File: src/rtl/ucsbece154b_bpred_ctrl_pkg.sv
// ucsbece154b_bpred_ctrl_pkg: RISC-V control-transfer opcodes and branch-predictor controller FSM states
package ucsbece154b_bpred_ctrl_pkg;
  localparam logic [6:0] instr_branch_op = 7'b1100011;
  localparam logic [6:0] instr_jal_op = 7'b1101111;
  localparam logic [6:0] instr_jalr_op = 7'b1100111;
  typedef enum logic [1:0] {WARMUP = 2'd0, RUN = 2'd1, REDIRECT = 2'd2} state_t;
endpackage

File: src/rtl/ucsbece154b_bpred_meta_pipe.sv
// ucsbece154b_bpred_meta_pipe: F->D->E prediction metadata registers (valid, taken, target, pht index, pc) with stall/flush
module ucsbece154b_bpred_meta_pipe
  import ucsbece154b_bpred_ctrl_pkg::*;
#(
  parameter int GW = 5
) (
  input  logic          clk,
  input  logic          reset_i,
  input  logic          stall_f_i,
  input  logic          stall_d_i,
  input  logic          flush_d_i,
  input  logic          flush_e_i,
  input  logic          pred_taken_f_i,
  input  logic [31:0]   pred_target_f_i,
  input  logic [GW-1:0] pht_addr_f_i,
  input  logic [31:0]   pc_f_i,
  output logic          valid_e_o,
  output logic          pred_taken_e_o,
  output logic [31:0]   pred_target_e_o,
  output logic [GW-1:0] pht_addr_e_o,
  output logic [31:0]   pc_e_o
);
  typedef struct packed {
    logic          valid;
    logic          taken;
    logic [31:0]   target;
    logic [GW-1:0] pht;
    logic [31:0]   pc;
  } meta_t;
  meta_t d_q, d_d, e_q, e_d;
  always_comb begin
    d_d = stall_d_i ? d_q : meta_t'({!stall_f_i, pred_taken_f_i, pred_target_f_i, pht_addr_f_i, pc_f_i});
    d_d.valid = d_d.valid & !flush_d_i;
    e_d = d_q;
    e_d.valid = d_q.valid & !flush_e_i;
  end
  always_ff @(posedge clk or posedge reset_i) begin
    if (reset_i) begin
      d_q <= '0;
      e_q <= '0;
    end else begin
      d_q <= d_d;
      e_q <= e_d;
    end
  end
  assign valid_e_o = e_q.valid;
  assign pred_taken_e_o = e_q.taken;
  assign pred_target_e_o = e_q.target;
  assign pht_addr_e_o = e_q.pht;
  assign pc_e_o = e_q.pc;
endmodule

File: src/rtl/ucsbece154b_bpred_ctrl.sv
// ucsbece154b_bpred_ctrl: resolves E-stage predictions, drives BTB/PHT writes, mispredict flush/redirect, GHR reset and perf counters
module ucsbece154b_bpred_ctrl
  import ucsbece154b_bpred_ctrl_pkg::*;
#(
  parameter int NUM_BTB_ENTRIES = 32,
  parameter int NUM_GHR_BITS = 5
) (
  input  logic                               clk,
  input  logic                               reset_i,
  input  logic                               StallF_i,
  input  logic                               StallD_i,
  input  logic                               FlushD_i,
  input  logic                               FlushE_i,
  input  logic [31:0]                        PCF_i,
  input  logic                               BranchTakenF_i,
  input  logic [31:0]                        BTBtargetF_i,
  input  logic [NUM_GHR_BITS-1:0]            PHTreadaddressF_i,
  input  logic [6:0]                         opE_i,
  input  logic                               BranchCondE_i,
  input  logic [31:0]                        PCTargetE_i,
  input  logic [31:0]                        PCPlus4E_i,
  output logic                               BTBwe_o,
  output logic [$clog2(NUM_BTB_ENTRIES)-1:0] BTBwriteaddress_o,
  output logic [31:0]                        BTBwritedata_o,
  output logic                               PHTwe_o,
  output logic                               PHTincrement_o,
  output logic [NUM_GHR_BITS-1:0]            PHTwriteaddress_o,
  output logic                               GHRreset_o,
  output logic                               MispredictE_o,
  output logic [31:0]                        RedirectPC_o,
  output logic [31:0]                        BranchCount_o,
  output logic [31:0]                        MispredictCount_o
);
  localparam int BI = $clog2(NUM_BTB_ENTRIES);
  logic valid_e, pred_taken_e, run, is_b, is_j, actual_taken, tgt_mis;
  logic [31:0] pred_target_e, pc_e;
  logic [NUM_GHR_BITS-1:0] pht_addr_e;
  logic [31:0] branch_count_q, branch_count_d, mispredict_count_q, mispredict_count_d;
  state_t state_q, state_d;
  logic unused_pc;
  assign unused_pc = ^{pc_e[31:BI+2], pc_e[1:0]};
  ucsbece154b_bpred_meta_pipe #(.GW(NUM_GHR_BITS)) u_meta (
    .clk(clk),
    .reset_i(reset_i),
    .stall_f_i(StallF_i),
    .stall_d_i(StallD_i),
    .flush_d_i(FlushD_i | MispredictE_o),
    .flush_e_i(FlushE_i | MispredictE_o),
    .pred_taken_f_i(BranchTakenF_i),
    .pred_target_f_i(BTBtargetF_i),
    .pht_addr_f_i(PHTreadaddressF_i),
    .pc_f_i(PCF_i),
    .valid_e_o(valid_e),
    .pred_taken_e_o(pred_taken_e),
    .pred_target_e_o(pred_target_e),
    .pht_addr_e_o(pht_addr_e),
    .pc_e_o(pc_e)
  );
  // Only RUN may resolve: WARMUP and the post-mispredict REDIRECT cycle see nothing in E.
  always_comb begin
    run = state_q == RUN;
    is_b = run & valid_e & (opE_i == instr_branch_op);
    is_j = run & valid_e & (opE_i == instr_jal_op | opE_i == instr_jalr_op);
    tgt_mis = pred_target_e != PCTargetE_i;
    actual_taken = is_j | (is_b & BranchCondE_i);
    MispredictE_o = (is_b | is_j) & ((pred_taken_e != actual_taken) | (actual_taken & tgt_mis));
    RedirectPC_o = MispredictE_o ? (actual_taken ? PCTargetE_i : PCPlus4E_i) : '0;
    BTBwe_o = actual_taken & (!pred_taken_e | tgt_mis);
    BTBwriteaddress_o = BTBwe_o ? pc_e[BI+1:2] : '0;
    BTBwritedata_o = BTBwe_o ? PCTargetE_i : '0;
    PHTwe_o = is_b;
    PHTincrement_o = is_b & BranchCondE_i;
    PHTwriteaddress_o = is_b ? pht_addr_e : '0;
    GHRreset_o = state_q == WARMUP;
    state_d = MispredictE_o ? REDIRECT : RUN;
    branch_count_d = branch_count_q + {31'd0, is_b | is_j};
    mispredict_count_d = mispredict_count_q + {31'd0, MispredictE_o};
  end
  always_ff @(posedge clk or posedge reset_i) begin
    if (reset_i) begin
      state_q <= WARMUP;
      branch_count_q <= '0;
      mispredict_count_q <= '0;
    end else begin
      state_q <= state_d;
      branch_count_q <= branch_count_d;
      mispredict_count_q <= mispredict_count_d;
    end
  end
  assign BranchCount_o = branch_count_q;
  assign MispredictCount_o = mispredict_count_q;
endmodule
File: config.mk
export PLATFORM = sky130hd
export DESIGN_NAME = ucsbece154b_bpred_ctrl
export DESIGN_NICKNAME = d
export VERILOG_FILES = /design/src/rtl/ucsbece154b_bpred_ctrl_pkg.sv /design/src/rtl/ucsbece154b_bpred_meta_pipe.sv /design/src/rtl/ucsbece154b_bpred_ctrl.sv
export SDC_FILE = /design/constraint.sdc
export NUM_CORES = 1
export LEC_CHECK = 0
export ABC_AREA = 1
export CORE_MARGIN = 1.5
export CORE_UTILIZATION = 48
export DETAILED_ROUTE_END_ITERATION = 7
export PLACE_DENSITY = 0.86
export SYNTH_ARGS = -nofsm -noshare
export SYNTH_HDL_FRONTEND = slang
export SYNTH_SLANG_ARGS = --single-unit
File: constraint.sdc
create_clock -name clk -period 12.5 [get_ports clk]
set_input_delay 1.875 -clock clk [delete_from_list [all_inputs] [get_ports clk]]
set_output_delay 1.875 -clock clk [all_outputs]
set_load 0.1 [all_outputs]
# Yosys cells after proc, flatten, opt, wreduce, memory -nomap -nowiden
# Index checks and enable logic that the tools add are counted.
[op_classes]
n_addsub = 2
eq_ne = 6
bitwise_logic = 16
mux = 7
reduce_logical = 5
[op_table]
columns = ["operator", "n"]
rows = [
  ["$mux W32", 3],
  ["$mux W71", 1],
  ["$add A32 B1 Y32", 2],
  ["$ne A32 B32 Y1", 1],
  ["$eq A7 B7 Y1 const B", 3],
  ["$mux W5", 2],
  ["$and A1 B1 Y1", 9],
  ["$or A1 B1 Y1", 7],
  ["$logic_not A1 Y1", 4],
  ["$eq A2 B1 Y1 const B", 1],
  ["$logic_not A2 Y1", 1],
  ["$mux W2", 1],
  ["$ne A1 B1 Y1", 1],
]
[word_totals]
output_inout_bits = 143
elab_cells = 49
inputBits = 148
reg_bits = 183

# Depth between registers and ports, before layout
[depth]
depth_word = 11
depth_mapped = 20
depth_no_buf = 19

# By module
# Synthesis repeated with hierarchy kept, for this count alone.
[unflattened]
hier_cells = 1096
area_unflattened_um2 = 9318.9
[modules_own_cells]
columns = ["module", "cells_per_inst", "n_inst", "seq_area_each_um2", "area_each_um2"]
rows = [
  ["ucsbece154b_bpred_ctrl", 720, 1, 1651.6, 4795.8],
  ["ucsbece154b_bpred_meta_pipe", 376, 1, 3553.4, 4523.1],
]

# Worst setup path after synthesis
# OpenSTA, ideal clock, no wires.
[synth_timing]
path_type = "input port to output port"
startpoint = "in opE_i[4]"
endpoint = "out RedirectPC_o[10]"
arrival_time_ns = 4.027
slack_ns = 6.598
path_buffers = 2
stages = 11
t_required_ns = 10.625
cell_sequence = "inv_1 > nand3_1 > nor2_4 > nand3_2 > nand2_2 > buf_6 > buf_6 > nand2_1 > nand2_1 > inv_1 > nor2_1"
[synth_via]
elab_chain_cells = 8
word_cells_on_any_way = 15
classes_between = "eq/ne (4); mux (2); bitwise (9)"
[synth_lines]
columns = ["element", "line", "source"]
rows = [
  ["start, declared", "ucsbece154b_bpred_ctrl.sv:18", "input logic [6:0] opE_i,"],
  ["$eq A7 B7 Y1 (on tied branches)", "ucsbece154b_bpred_ctrl.sv:63, ucsbece154b_bpred_ctrl.sv:62", ""],
  ["$or A1 B1 Y1 or $and A1 B1 Y1 (tied branches)", "ucsbece154b_bpred_ctrl.sv:63, ucsbece154b_bpred_ctrl.sv:62", ""],
  ["$and A1 B1 Y1 (on tied branches)", "ucsbece154b_bpred_ctrl.sv:63, ucsbece154b_bpred_ctrl.sv:65", ""],
  ["$or A1 B1 Y1", "ucsbece154b_bpred_ctrl.sv:65", "actual_taken = is_j | (is_b & BranchCondE_i);"],
  ["$ne A1 B1 Y1 or $and A1 B1 Y1 (tied branches)", "ucsbece154b_bpred_ctrl.sv:66", "MispredictE_o = (is_b | is_j) & ((pred_taken_e != actual_taken) | (actual_taken & tgt_mis));"],
  ["$or A1 B1 Y1", "ucsbece154b_bpred_ctrl.sv:66", ""],
  ["$and A1 B1 Y1", "ucsbece154b_bpred_ctrl.sv:66", ""],
  ["$mux W32 *", "ucsbece154b_bpred_ctrl.sv:67", "RedirectPC_o = MispredictE_o ? (actual_taken ? PCTargetE_i : PCPlus4E_i) : '0;"],
  ["end, declared", "ucsbece154b_bpred_ctrl.sv:30", "output logic [31:0] RedirectPC_o,"],
]
# Mark *: on every way between the ends. The rest lies on a longest branch, timed or not.

# Final worst setup path
[layout_timing]
startpoint = "in opE_i[6]"
endpoint = "out RedirectPC_o[0]"
# Same word-level chain as after synthesis.

==> out/qor.yml <==
cts_made_buffers: 17
pwr_density_cell_nw_per_um2: 105.1
drc_markers: 0
hp-class: "reg -> reg"
layout_setup_ws_ps: 4336
post_cts_buffers: 0
worstPathRequired_ps: 10620
finalWeightedCongestion: 0.8677
finalSetupTns_ps: 0
postRouteAntennaNets: 0
yosysSeqAreaShare_pct: 50.23
synthesis.instances: 954
cts.htree.levels: 4
antenna_found_initial: 1
fraction_of_registers_with_async_set_reset_pct: 100.0
final.min_clock_period_ps: 8164
worstPathArrival_ps: 6290
place_area_um2: 10450
yosys_warnings: 0
critPathCaptureType: "output pin"
largest_net_degree_at_the_start_of_global_routing: 97
num_clock_sinks: 154
drive_above_1_share_pct: 5.388
dieWidth_um: 129.4
grt_first_pass_wirelength_um: 34670
synth_enable_flop_cells: 0
clockRootBuffer: "sky130_fd_sc_hd__clkbuf_16"
nets: 1365
synth_top_area_share_pct: 50.23
initial_core_utilization_pct: 48.65
mostFrequentLayoutCells: "sky130_fd_sc_hd__nand2_1, sky130_fd_sc_hd__clkdlybuf4s50_1, sky130_fd_sc_hd__dfrtp_1"
mostFrequentLayoutCell: "sky130_fd_sc_hd__nand2_1"
design.die.area_um2: 16750
dr_total_vias: 7058
path_max_fanout: 40
fin_worst_hold_slack_ps: 374.4
overall_overflow_remaining_after_global_route: 0
clk_path_buf_depth: 2
yosysTopAreaCell: "sky130_fd_sc_hd__dfrtp_1"
ys_top_cells_by_area: "sky130_fd_sc_hd__dfrtp_1, sky130_fd_sc_hd__nand2_1, sky130_fd_sc_hd__inv_1, sky130_fd_sc_hd__nand3_1, sky130_fd_sc_hd__xnor2_1"
report.final.setup_viol: 0
p_leak_nw: 5.569
pre_cts_slack_ps: 4359
skew_ps: 9.894
synth.cell_area_um2: 7672
core_um2: 15770
area.growth.synth_to_final_pct: 43.75
max_slew.worst_pin.slew_ps: 1041
worst_setup_hold_path_clk_slew_ps: 60
boundaryPins: 291
finalCoreUtilization_pct: 69.94
ys_dominant_reg_cell: "sky130_fd_sc_hd__dfrtp_1"
rows: 46
cts_hold_buf: 0
buffer_ports.inserted: 263
detail_route.first_pass.iterations: 5
place.detailed.instances: 1409
insertion_delay_ps: 420
design_area_um2: 11030
finalNonFillerCells: 1442
r2r.worst_path.cells: 17
slew_headroom_pct: 30.38
maxSlewViolCount: 0
layout_worst_path_cycle_share_pct: 65.31
globalRouteTotalUtil_pct: 27.51
dp_hpwl_um: 16470
routedWlPerCell_um: 15.86
vias_in_the_first_global_route: 6804
synthesis.area_per_instance_um2: 8.042
drt_iter0_markers: 388
rsz0062_at_grt: "false"
route.detailed.vias_per_inst: 4.895
timing.reg2reg.setup_slack_ps: 7790
status: "finished clean"
max-vdd-ir-drop_mv: 0.08118
die_height_um: 129.4
synth_cell_type_count: 30
drt-total-wl_um: 22870
post-layout-total-power_mw: 1.159
setup_crit_path_kind: "in -> out"
postSynthRegisterBits: 154
post_cts_resized: 0
hold-path-cell-count: 0
synth_nets: 1107
hold_viol: 0
number_of_maximum_capacitance_violations: 0
cts_tree: "yes"
max_freq_mhz: 122.5
startpoint_type: "primary input"
-- final cells by class --
type	count	area, um^2
antenna	1	2.502
clock buffer	21	460.4
clock inverter	11	120.1
fill	1266	4741
inverter	133	504.2
multi-input combinational	639	3161
sequential	154	3854
tap	216	270.3
timing repair buffer	267	2658
-- worst max-delay path: stages --
cell                              delay, ps
sky130_fd_sc_hd__clkdlybuf4s50_1        450
sky130_fd_sc_hd__nand3_1                140
sky130_fd_sc_hd__nor2_4                 170
sky130_fd_sc_hd__nand3_2                610
sky130_fd_sc_hd__nand2_2                720
sky130_fd_sc_hd__buf_4                  460
sky130_fd_sc_hd__o21ai_1                120
sky130_fd_sc_hd__inv_2                  100
sky130_fd_sc_hd__nand2_4                240
sky130_fd_sc_hd__nor2_1                 170
sky130_fd_sc_hd__clkdlybuf4s50_1       1200
-- cell usage after synthesis (3+ instances only) --
cell type	n
sky130_fd_sc_hd__nand2_1	314
sky130_fd_sc_hd__dfrtp_1	154
sky130_fd_sc_hd__inv_1	130
sky130_fd_sc_hd__nand3_1	88
sky130_fd_sc_hd__nor2_1	80
sky130_fd_sc_hd__xnor2_1	44
sky130_fd_sc_hd__xor2_1	37
sky130_fd_sc_hd__nor3_1	20
sky130_fd_sc_hd__clkbuf_1	14
sky130_fd_sc_hd__nand4_1	13
sky130_fd_sc_hd__nor2_2	13
sky130_fd_sc_hd__buf_2	7
sky130_fd_sc_hd__buf_6	6
sky130_fd_sc_hd__ha_1	5
sky130_fd_sc_hd__nand3_2	4
sky130_fd_sc_hd__a21oi_1	3
sky130_fd_sc_hd__inv_2	3
sky130_fd_sc_hd__nand2_2	3
sky130_fd_sc_hd__nor4_1	3
-- final timing paths --
kind,startpoint,end
worst min register to register,u_meta.d_q[40],u_meta.pred_target_e_o[3]
worst max register to register,state_q[1],MispredictCount_o[30]
max in group asynchronous,reset_i,u_meta.pred_target_e_o[18]
worst min-delay path,u_meta.d_q[40],u_meta.pred_target_e_o[3]
min in group asynchronous,reset_i,BranchCount_o[0]
worst max-delay path,opE_i[6],RedirectPC_o[0]
-- report_power, final --
part / total, mW / switching, mW / leakage [nW] / internal (mW)
Combinational: 0.114 / 0.0589 / 3.35 / 0.0552
Sequential: 0.538 / 0.0133 / 1.94 / 0.524
Clock: 0.507 / 0.204 / 0.279 / 0.304
-- per-layer routing --
metal / global-route usage, % / wire (um) / vias up
met5: 0 / 0 / -
met4: 12.55 / 755 / 0
met3: 7.019 / 1779 / 50
met2: 47.59 / 11390 / 253
met1: 32.32 / 8946 / 3328
li1: - / - / 3427
-- registers in the layout, summed over array words and instances, names as in the netlist --
name	cells
BranchCount_o	32
u_meta.pred_target_e_o	32
MispredictCount_o	32
u_meta.pc_e_o	5
u_meta.d_q	44
state_q	2
u_meta.valid_e_o	1
u_meta.pht_addr_e_o	5
u_meta.pred_taken_e_o	1
-- logic make-up (layout without fill, tap and decap cells) --
family	count (synthesis)	count (layout)	synth area share (%)
xor+xnor	81	81	9.247
buf+inv	161	432	8.578
flops	154	154	50.23
fa+ha+maj	5	5	0.8154
compound gates	6	6	0.4402
other cells	0	1	0
simple gates	547	547	30.69
Power figures use the tool's default switching activity.
